--- config.mk ---
export PLATFORM = sky130hd
export DESIGN_NAME = var_delay
export DESIGN_NICKNAME = d
export VERILOG_FILES = /design/src/rtl/var_delay_pkg.sv /design/src/rtl/delay_ram.sv /design/src/rtl/var_delay.sv
export SDC_FILE = /design/constraint.sdc
export NUM_CORES = 1
export LEC_CHECK = 0
export CAP_MARGIN = 20
export CORE_MARGIN = 2
export CORE_UTILIZATION = 50
export DETAILED_ROUTE_END_ITERATION = 10
export PLACE_DENSITY = 0.7
export SETUP_SLACK_MARGIN = 0.02
export SKIP_CTS_REPAIR_TIMING = 1
export SLEW_MARGIN = 20
export SYNTH_ARGS = -nofsm -noshare
export SYNTH_HDL_FRONTEND = slang
export SYNTH_HIERARCHICAL = 1
export SYNTH_SLANG_ARGS = --single-unit
--- constraint.sdc ---
create_clock -name clk -period 4.4 [get_ports clk]
set_input_delay 0.88 -clock clk [delete_from_list [all_inputs] [get_ports clk]]
set_output_delay 0.88 -clock clk [all_outputs]
set_load 0.01 [all_outputs]
--- src/rtl/var_delay_pkg.sv ---
// -----------------------------------------------------------------------------
// var_delay_pkg
// Shared definitions for the variable delay line:
//   state_t : control FSM states (FILL while the buffer primes, RUN once
//             every output is a genuine delayed sample)
//   clog2   : ceiling log2, usable in parameter expressions
// -----------------------------------------------------------------------------
package var_delay_pkg;

  typedef enum logic {
    FILL = 1'b0,
    RUN  = 1'b1
  } state_t;

  function automatic int clog2(input int value);
    int r;
    r = 0;
    while ((1 << r) < value) begin
      r = r + 1;
    end
    return r;
  endfunction

endpackage

--- src/rtl/delay_ram.sv ---
// -----------------------------------------------------------------------------
// delay_ram
// Simple dual-port memory, one write port and one registered read port.
// A read and a write to the same address in the same cycle return the old
// contents (read-before-write). Contents and read register are not reset,
// so the array maps onto block RAM.
// Ports:
//   clk        clock, rising edge
//   i_wr_en    write strobe
//   i_wr_addr  write address
//   i_wr_data  write data
//   i_rd_en    read strobe; o_rd_data holds while low
//   i_rd_addr  read address
//   o_rd_data  registered read data
// -----------------------------------------------------------------------------
module delay_ram
  import var_delay_pkg::*;
#(
  parameter int    WIDTH  = 32,
  parameter int    DEPTH  = 16,
  localparam int   ADDR_W = clog2(DEPTH)
) (
  input  logic              clk,
  input  logic              i_wr_en,
  input  logic [ADDR_W-1:0] i_wr_addr,
  input  logic [WIDTH-1:0]  i_wr_data,
  input  logic              i_rd_en,
  input  logic [ADDR_W-1:0] i_rd_addr,
  output logic [WIDTH-1:0]  o_rd_data
);

  logic [WIDTH-1:0] r_mem [DEPTH];

  // Both ports update with non-blocking assignments, so a colliding read
  // sees the value from before this edge's write.
  always_ff @(posedge clk) begin
    if (i_wr_en) begin
      r_mem[i_wr_addr] <= i_wr_data;
    end
    if (i_rd_en) begin
      o_rd_data <= r_mem[i_rd_addr];
    end
  end

endmodule

--- src/rtl/var_delay.sv ---
// -----------------------------------------------------------------------------
// var_delay
// Programmable sample delay line for NUM_CH parallel lanes sharing one delay
// setting. Samples are written to a circular buffer on every en cycle and
// read back D samples later; data_valid marks outputs that are genuine
// delayed samples and zeroes dout otherwise, hiding stale buffer contents.
// Optional feature macro: VAR_DELAY_FILL_EN adds the fill_level output.
// Ports:
//   clk         clock, rising edge
//   rst         synchronous reset, active low
//   en          sample strobe
//   cfg_load    request to load delay_cfg
//   delay_cfg   requested delay, valid range 1..MAX_DELAY
//   din         input samples, channel 0 in the LSBs
//   dout        delayed samples, zero while data_valid is low
//   data_valid  dout holds a genuine delayed sample
//   cfg_err     one-cycle pulse on a rejected cfg_load
//   fill_level  (VAR_DELAY_FILL_EN only) registered fill counter
// -----------------------------------------------------------------------------
module var_delay
  import var_delay_pkg::*;
#(
  parameter int  DATA_WIDTH    = 32,
  parameter int  NUM_CH        = 1,
  parameter int  MAX_DELAY     = 16,
  parameter int  DEFAULT_DELAY = 1,
  localparam int AW            = clog2(MAX_DELAY) + 1
) (
  input  logic                         clk,
  input  logic                         rst,
  input  logic                         en,
  input  logic                         cfg_load,
  input  logic [AW-1:0]                delay_cfg,
  input  logic [NUM_CH*DATA_WIDTH-1:0] din,
  output logic [NUM_CH*DATA_WIDTH-1:0] dout,
  output logic                         data_valid,
  output logic                         cfg_err
`ifdef VAR_DELAY_FILL_EN
  ,
  output logic [AW-1:0]                fill_level
`endif
);

  localparam int            PW       = AW - 1;
  localparam int            DW       = NUM_CH * DATA_WIDTH;
  localparam logic [AW-1:0] MAX_D    = AW'(MAX_DELAY);
  localparam logic [PW-1:0] PTR_LAST = PW'(MAX_DELAY - 1);

  state_t        r_state, w_state_next;
  logic [AW-1:0] r_delay, w_delay_next;
  logic [AW-1:0] r_fill, w_fill_next, w_fill_inc;
  logic [PW-1:0] r_wr_ptr, w_ptr_next;
  logic          r_valid, w_valid_next;
  logic          r_cfg_err, w_cfg_err_next;
  logic          w_cfg_ok, w_accept;
  logic [AW-1:0] w_ptr_ext, w_rd_full;
  logic [PW-1:0] w_rd_addr;
  logic [DW-1:0] w_ram_q;
  logic          w_wr_en;

  // (wr_ptr - delay) mod MAX_DELAY; the operands fit in AW bits because
  // wr_ptr + MAX_DELAY < 2*MAX_DELAY. delay == MAX_DELAY lands on wr_ptr
  // itself, which the read-before-write RAM resolves to the oldest entry.
  always_comb begin
    w_ptr_ext = {1'b0, r_wr_ptr};
    if (w_ptr_ext >= r_delay) begin
      w_rd_full = w_ptr_ext - r_delay;
    end else begin
      w_rd_full = w_ptr_ext + MAX_D - r_delay;
    end
    w_rd_addr = w_rd_full[PW-1:0];
  end

  always_comb begin
    w_cfg_ok       = (delay_cfg != '0) && (delay_cfg <= MAX_D);
    w_accept       = cfg_load && w_cfg_ok;
    w_cfg_err_next = cfg_load && !w_cfg_ok;
    w_state_next   = r_state;
    w_delay_next   = r_delay;
    w_fill_next    = r_fill;
    w_ptr_next     = r_wr_ptr;
    w_valid_next   = r_valid;
    w_fill_inc     = (r_fill == MAX_D) ? MAX_D : r_fill + 1'b1;

    if (en) begin
      w_ptr_next = (r_wr_ptr == PTR_LAST) ? '0 : r_wr_ptr + 1'b1;
    end

    if (w_accept) begin
      // A sample arriving with the load is sample 0 of the new delay, so a
      // delay of 1 is already primed by it.
      w_delay_next = delay_cfg;
      w_valid_next = 1'b0;
      w_fill_next  = en ? AW'(1) : '0;
      w_state_next = (en && delay_cfg == AW'(1)) ? RUN : FILL;
    end else if (en) begin
      w_fill_next = w_fill_inc;
      case (r_state)
        FILL: begin
          w_valid_next = 1'b0;
          if (w_fill_inc >= r_delay) begin
            w_state_next = RUN;
          end
        end
        RUN: begin
          w_valid_next = 1'b1;
        end
        default: begin
          w_state_next = FILL;
        end
      endcase
    end
  end

  always_ff @(posedge clk) begin
    if (!rst) begin
      r_state   <= FILL;
      r_delay   <= AW'(DEFAULT_DELAY);
      r_fill    <= '0;
      r_wr_ptr  <= '0;
      r_valid   <= 1'b0;
      r_cfg_err <= 1'b0;
    end else begin
      r_state   <= w_state_next;
      r_delay   <= w_delay_next;
      r_fill    <= w_fill_next;
      r_wr_ptr  <= w_ptr_next;
      r_valid   <= w_valid_next;
      r_cfg_err <= w_cfg_err_next;
    end
  end

  // Reset suppresses buffer writes so a sample presented during reset never
  // enters the line.
  assign w_wr_en = en && rst;

  delay_ram #(
    .WIDTH (DW),
    .DEPTH (MAX_DELAY)
  ) u_ram (
    .clk       (clk),
    .i_wr_en   (w_wr_en),
    .i_wr_addr (r_wr_ptr),
    .i_wr_data (din),
    .i_rd_en   (en),
    .i_rd_addr (w_rd_addr),
    .o_rd_data (w_ram_q)
  );

  // Each lane is gated by the registered valid flag; lanes never mix.
  genvar gi;
  generate
    for (gi = 0; gi < NUM_CH; gi++) begin : g_lane
      assign dout[gi*DATA_WIDTH +: DATA_WIDTH] =
        r_valid ? w_ram_q[gi*DATA_WIDTH +: DATA_WIDTH] : '0;
    end
  endgenerate

  assign data_valid = r_valid;
  assign cfg_err    = r_cfg_err;

`ifdef VAR_DELAY_FILL_EN
  assign fill_level = r_fill;
`endif

endmodule

==> metrics.txt, run 1 <==
Yosys warning count 6; pin count of the biggest net entering global routing 58; via count 10,115; Synth top cells by count edfxtp_1 (544), mux4_2 (128), a22oi_1 (64), nand2_1 (44), and2_1 (36); post-route minimum period 3351 ps; clk_lat worst skew 580 ps; Via-to-Cell Ratio 5.971; Final Slew Violations 0; GRT Max-Usage Layer met2; fillcell total 2,897; core area 42,130 µm²; initial antenna violation count 1; # rows 75; post-route ant nets 0; slew of the pin with the lowest slew margin 1063 ps; most common cell in the netlist edfxtp_1; Fmax achieved 0.2984 GHz; grt met2 use 0.3257; slowest cell delay on critical path 870 ps; Setup crit start kind flop; synth top area cells edfxtp_1 (76%), mux4_2 (13%), a22oi_1 (2.2%); layout net count 1,163; H-tree levels 2; Post-synth EDFFs 544; Port Buffers 74; Die Y-Extent 211.1 µm; global route overflow 0; power density cells 485.5 nW/µm²; CP required 4820 ps; CP top delay family simple AND/OR/NAND/NOR gates; Synth area leader edfxtp_1; vias in the first global route 10,674; VDD IR max 314.0 µV; first-pass detailed-route iteration total 5; CTS Buf Count 54; worst path buffer plus inverter count 2; max-capacitance violation count 0; grt met1 use 0.2899; wire per inst 25.52 µm; Avg Cell Area, Syn 21.57 µm²; critical path class flop to flop; Final Hold Fails 0; Placed Area 23,110 µm²; clock-pin slew on the worst setup and hold paths 60 ps; cells after synthesis 994; HPWL Detailed 24.53 mm; final setup TNS 0 ps; worst path arrival time 3770 ps; Max-slew headroom 0.2894; Ports 75; Layout area overhead 16.80%; period utilisation layout 0.7617; Yosys reg bits 561; Register Area 16,680 µm²; DIE WIDTH 211.1 µm; total wire length 43.22 mm; setup violators final 0; share of the yosys chip area belonging to registers 0.7778; GRT Total Usage 0.2003; Slowest cell on crit path nor2b_4; global-route wire length before repair 66.12 mm; area of the multi-input gates 4612 µm²; root buf cell clkbuf_16; post-synth top area share 0.7619; diode count 0; initial core utilization 0.5089; Final Util 0.5944; synthesized area 21,440 µm²; critical-path cell list inv_1 > ha_1 > fa_1 > xnor2_1 > nor2b_4 > buf_4 > a22oi_1 > nand2_1; ratio of cells with drive above 1 in the final layout 0.2346; CP Max Fanout 26; RSZ-0062 raised after global routing false; leakage power 8.091 nW; Sink Count 561; met3 Usage GRT 0.03107; ys async rst share 0; DRT iter0 DRCs 922; outcome complete, no violations; drt drc 0; Primary FF master, synth edfxtp_1; Routability Congestion 0.7599; Min-Delay Path Class flop to flop; TritonCTS clock tree built; fin area 25,040 µm²; Clock Path Buffers 3; Distinct cells, synth 40; setup skew after layout 21.44 ps; die area 44,550 µm²; Critical Path End Type flop; syn nets 1,048
## cells in the final DEF, fill, tap and decap left out, drive strengths merged, types with 13 or more instances in the layout
cell type and count:
clkdlybuf4s50 73, clkbuf 66, nand2 44, dfxtp 17, edfxtp 544, and2 36
nor2 23, mux4 128, buf 33, clkinv 23, inv 13, a22oi 64
## flip-flops by register name, summed over array words and instances (netlist names)
name             cells
u_ram/o_rd_data     32
r_state              1
r_wr_ptr             4
r_fill               5
cfg_err              1
u_ram/r_mem        512
data_valid           1
r_delay              5
## cell type report
class	instances	share of cell area
sequential	561	0.6659
multi-input combinational	373	0.1842
clock buffer	66	0.05831
timing repair buffer	106	0.04347
tap	539	0.02693
clock inverter	36	0.01889
inverter	13	0.002348
## metal layers
metal	vias to the layer above	wire, µm
met3	57	2577
li1	4350	-
met5	-	0
met1	5354	18500
met2	354	21320
met4	0	820
## logic make-up (layout without fill, tap and decap cells)
logic type / Yosys count / count (layout) / share of synthesized area
xor gates and xnor gates: 9 / 9 / 0.003677
muxes: 135 / 135 / 0.1378
buffers and inverters: 60 / 221 / 0.01336
DFF: 561 / 561 / 0.7778
adders and majority gates: 13 / 13 / 0.007936
and+or+nand+nor: 132 / 132 / 0.03122
AOI/OAI and AO/OA: 84 / 84 / 0.02824
## stage by stage
step,setup WS [ps],power [W],cells,hold slack [ps]
final,1049,0.01216,1694,468.3
after floorplan,176.4,0.006903,994,436.3
after CTS,1050,0.01225,1694,475.4
after global placement,1017,0.007305,1592,448.6
after detailed placement,968.8,0.007327,1592,465.0
after global routing,875.4,0.01256,1694,483.7
## report_power, final
group	switching, W	internal, W	leakage (nW)
registers	0.0000462	0.00600	5.07
logic	0.000648	0.000509	2.07
clock network	0.00190	0.00306	0.948
## worst min-delay path, stage by stage, from the launching register on
cell	delay (ps)
dfxtp_1	310
nand2_1	60
a21oi_1	50
## worst paths after layout
kind,from,endpoint,cells after the start,slack [ps]
min,r_delay[3]$_SDFFE_PN0P_,r_delay[3]$_SDFFE_PN0P_,2,470
max,r_wr_ptr[0]$_SDFFE_PN0P_,u_ram/o_rd_data[4]$_DFFE_PP_,8,1050
min reg2reg,r_delay[3]$_SDFFE_PN0P_,r_delay[3]$_SDFFE_PN0P_,2,470
max reg2reg,r_wr_ptr[0]$_SDFFE_PN0P_,u_ram/o_rd_data[4]$_DFFE_PP_,8,1050
Note: power is estimated with default switching activity, not from simulation.
==> run 2, diff against run 1 <==
==> constraint.sdc (replaced) <==
create_clock -name clk -period 2.85 [get_ports clk]
set_input_delay 0.57 -clock clk [delete_from_list [all_inputs] [get_ports clk]]
set_output_delay 0.57 -clock clk [all_outputs]
set_load 0.01 [all_outputs]
==> run 2 against run 1 <==
Compared with the run above:
- register-to-register slack lost 910 ps
- routed wire length grew 2.6%
- combinational power grew 68%
- hold slack lost 0.91 ps
- core utilization grew 0.52 points
- global-route usage grew 0.39 points
- sequential share of layout area shrank 0.58 points
- non-clock buffer count grew 32
==> metrics.txt, run 2 (synthesis results as in run 1) <==
power density cells 710.9 nW/µm² (was 485.5 nW/µm²); Fmax achieved 0.3690 GHz (was 0.2984 GHz); clk_lat worst skew 600 ps (was 580 ps); Sink Count 561 (unchanged); Critical Path End Type flop (unchanged); met3 wire len 2.243 mm (was 2.577 mm); Clock Path Buffers 3 (unchanged); max reg flops 512 (unchanged); period utilisation layout 0.9509 (was 0.7617); Max-slew headroom 0.3333 (was 0.2894); first-pass detailed-route iteration total 5 (unchanged); slowest cell delay on critical path 780 ps (was 870 ps); Port Buffers 74 (unchanged); PnR Total Power 0.01796 W (was 0.01216 W); wire per inst 25.78 µm (was 25.52 µm); GRT Total Usage 0.2042 (was 0.2003); Layout area overhead 17.83% (was 16.80%); pin count of the biggest net entering global routing 46 (was 58); reg-to-reg startpoint r_wr_ptr[0]$_SDFFE_PN0P_ (unchanged); CP Max Fanout 32 (was 26); Reg with most FFs u_ram/r_mem (unchanged); DRT iter0 DRCs 1,061 (was 922); critical-path cell list inv_1 > ha_1 > fa_1 > xnor2_1 > buf_4 > nor2_4 > a22oi_1 > nand2_1 (was inv_1 > ha_1 > fa_1 > xnor2_1 > nor2b_4 > buf_4 > a22oi_1 > nand2_1); Routability Congestion 0.7598 (was 0.7599); root buf cell clkbuf_16 (unchanged); layout net count 1,195 (was 1,163); Final Slew Violations 0 (unchanged); RSZ-0062 raised after global routing true (was false); initial core utilization 0.5089 (unchanged); CTS Buf Count 53 (was 54); Top Layer Used met4 (unchanged); Via-to-Cell Ratio 5.990 (was 5.971); global-route wire length before repair 67.03 mm (was 66.12 mm); HPWL Detailed 26.20 mm (was 24.53 mm); Setup crit start kind flop (unchanged); DIE WIDTH 211.1 µm (unchanged); vias in the first global route 10,887 (was 10,674); Worst Hold Depth 2 (unchanged); RR Endpoint u_ram/o_rd_data[4]$_DFFE_PP_ (unchanged); WL met2 22.44 mm (was 21.32 mm); die area 44,550 µm² (unchanged); # rows 75 (unchanged); Ports 75 (unchanged); most common cell after layout, fill and taps aside edfxtp_1 (unchanged); CP required 3310 ps (was 4820 ps); final cell count without fillers 1,720 (was 1,694); Min-Delay Path Class flop to flop (unchanged); Hold EP r_delay[3]$_SDFFE_PN0P_ (unchanged); setup violators final 0 (unchanged); max-capacitance violation count 0 (unchanged); diode count 0 (unchanged); drt drc 0 (unchanged); Slowest cell on crit path nor2_4 (was nor2b_4); Die Y-Extent 211.1 µm (unchanged); H-tree levels 2 (unchanged); reg2reg path depth 8 (unchanged); initial antenna violation count 0 (was 1); clock-pin slew on the worst setup and hold paths 60 ps (about the same); fillcell total 2,941 (was 2,897); placed cells 1,624 (was 1,592); VDD IR max 545.3 µV (was 314.0 µV); commonest non-fill, non-tap cells in the layout edfxtp_1 (544), mux4_2 (128), clkdlybuf4s50_1 (73) (unchanged); leakage power 8.146 nW (was 8.091 nW); outcome complete, no violations (unchanged); Final Hold Fails 0 (unchanged); post-route ant nets 0 (unchanged); TritonCTS clock tree built (unchanged); global route overflow 0 (unchanged); R2R setup slack 140 ps (was 1050 ps); CP startpoint r_wr_ptr[0]$_SDFFE_PN0P_ (unchanged); hold_sp r_delay[3]$_SDFFE_PN0P_ (unchanged); ratio of cells with drive above 1 in the final layout 0.2472 (was 0.2346); post-route minimum period 2710 ps (was 3351 ps); slew of the pin with the lowest slew margin 997.6 ps (was 1063 ps); setup skew after layout 29.41 ps (was 21.44 ps); Post-Route M1 WL 18.84 mm (was 18.50 mm); via count 10,303 (was 10,115); critical path class flop to flop (unchanged); worst path arrival time 3170 ps (was 3770 ps); total wire length 44.35 mm (was 43.22 mm); Largest regs u_ram/r_mem x512, u_ram/o_rd_data x32 (unchanged); core area 42,130 µm² (unchanged)
[run 2: changes by cell type in the layout (fill, tap and decap cells not counted), moves of 3 or more]
cell | previous run | this run
buf_12 | 9 | 28
nor3_4 | 0 | 4
clkbuf_16 | 57 | 54
clkinv_2 | 11 | 7
bufinv_16 | 12 | 3
clkinvlp_4 | 1 | 4
nor3_2 | 4 | 0
buf_4 | 23 | 36
clkbuf_1 | 9 | 15
[run 2: worst max path at each step]
stage | depth (start not counted) | slack (ps) | to
6_report | 8 | 140 | u_ram/o_rd_data[4]$_DFFE_PP_
5_1_grt | 8 | 20 | u_ram/o_rd_data[4]$_DFFE_PP_
3_5_place_dp | 9 | 170 | u_ram/o_rd_data[4]$_DFFE_PP_
3_3_place_gp | 5 | 190 | u_ram/r_mem[0][12]$_DFFE_PP_
4_1_cts | 8 | 160 | u_ram/o_rd_data[4]$_DFFE_PP_
2_1_floorplan | 3 | -210 | u_ram/r_mem[1][0]$_DFFE_PP_
[run 2: routing by layer]
| layer | vias up | global-route usage |
|---|---|---|
| met5 | - | 0 |
| met4 | 0 | 0.05512 |
| met3 | 66 | 0.02914 |
| met2 | 307 | 0.3414 |
| met1 | 5504 | 0.2857 |
| li1 | 4426 | - |
[run 2: area by class of cell]
cell class	instances	area, µm²	area share
inverter	13	58.81	0.002328
timing repair buffer	138	1567	0.06201
clock inverter	26	229.0	0.009063
tap	539	674.4	0.02670
multi-input combinational	374	4651	0.1841
sequential	561	16680	0.6601
clock buffer	69	1408	0.05572
[run 2: where the power goes]
group | leakage, nW | internal [W] | switching [W]
combinational | 2.29 | 0.000894 | 0.00106
clock | 0.786 | 0.00375 | 0.00292
sequential | 5.07 | 0.00927 | 0.0000729
total | 8.15 | 0.0139 | 0.00404
[run 2: through the flow]
step / worst slack (ps) / cell area, µm² / hold WS, ps / utilization / setup TNS [ps]
2_1_floorplan: -211.8 / 21470 / 436.3 / - / -20340
3_3_place_gp: 194.4 / 23610 / 447.8 / 0.5604 / 0
3_5_place_dp: 174.8 / 23610 / 456.4 / 0.5604 / 0
4_1_cts: 158.1 / 25250 / 465.8 / 0.5993 / 0
5_1_grt: 18.33 / 25260 / 498.3 / 0.5996 / 0
6_report: 139.9 / 25260 / 467.4 / 0.5996 / 0
[run 2: critical path, delay by kind of cell (launching register included)]
kind,cells,cell delay [ps]
XOR/XNOR,1,130
AO/OA/AOI/OAI,1,320
AND/OR/NAND/NOR,2,910
buffers and inverters,2,250
flip-flops,1,340
adder cells (fa/ha/maj),2,600
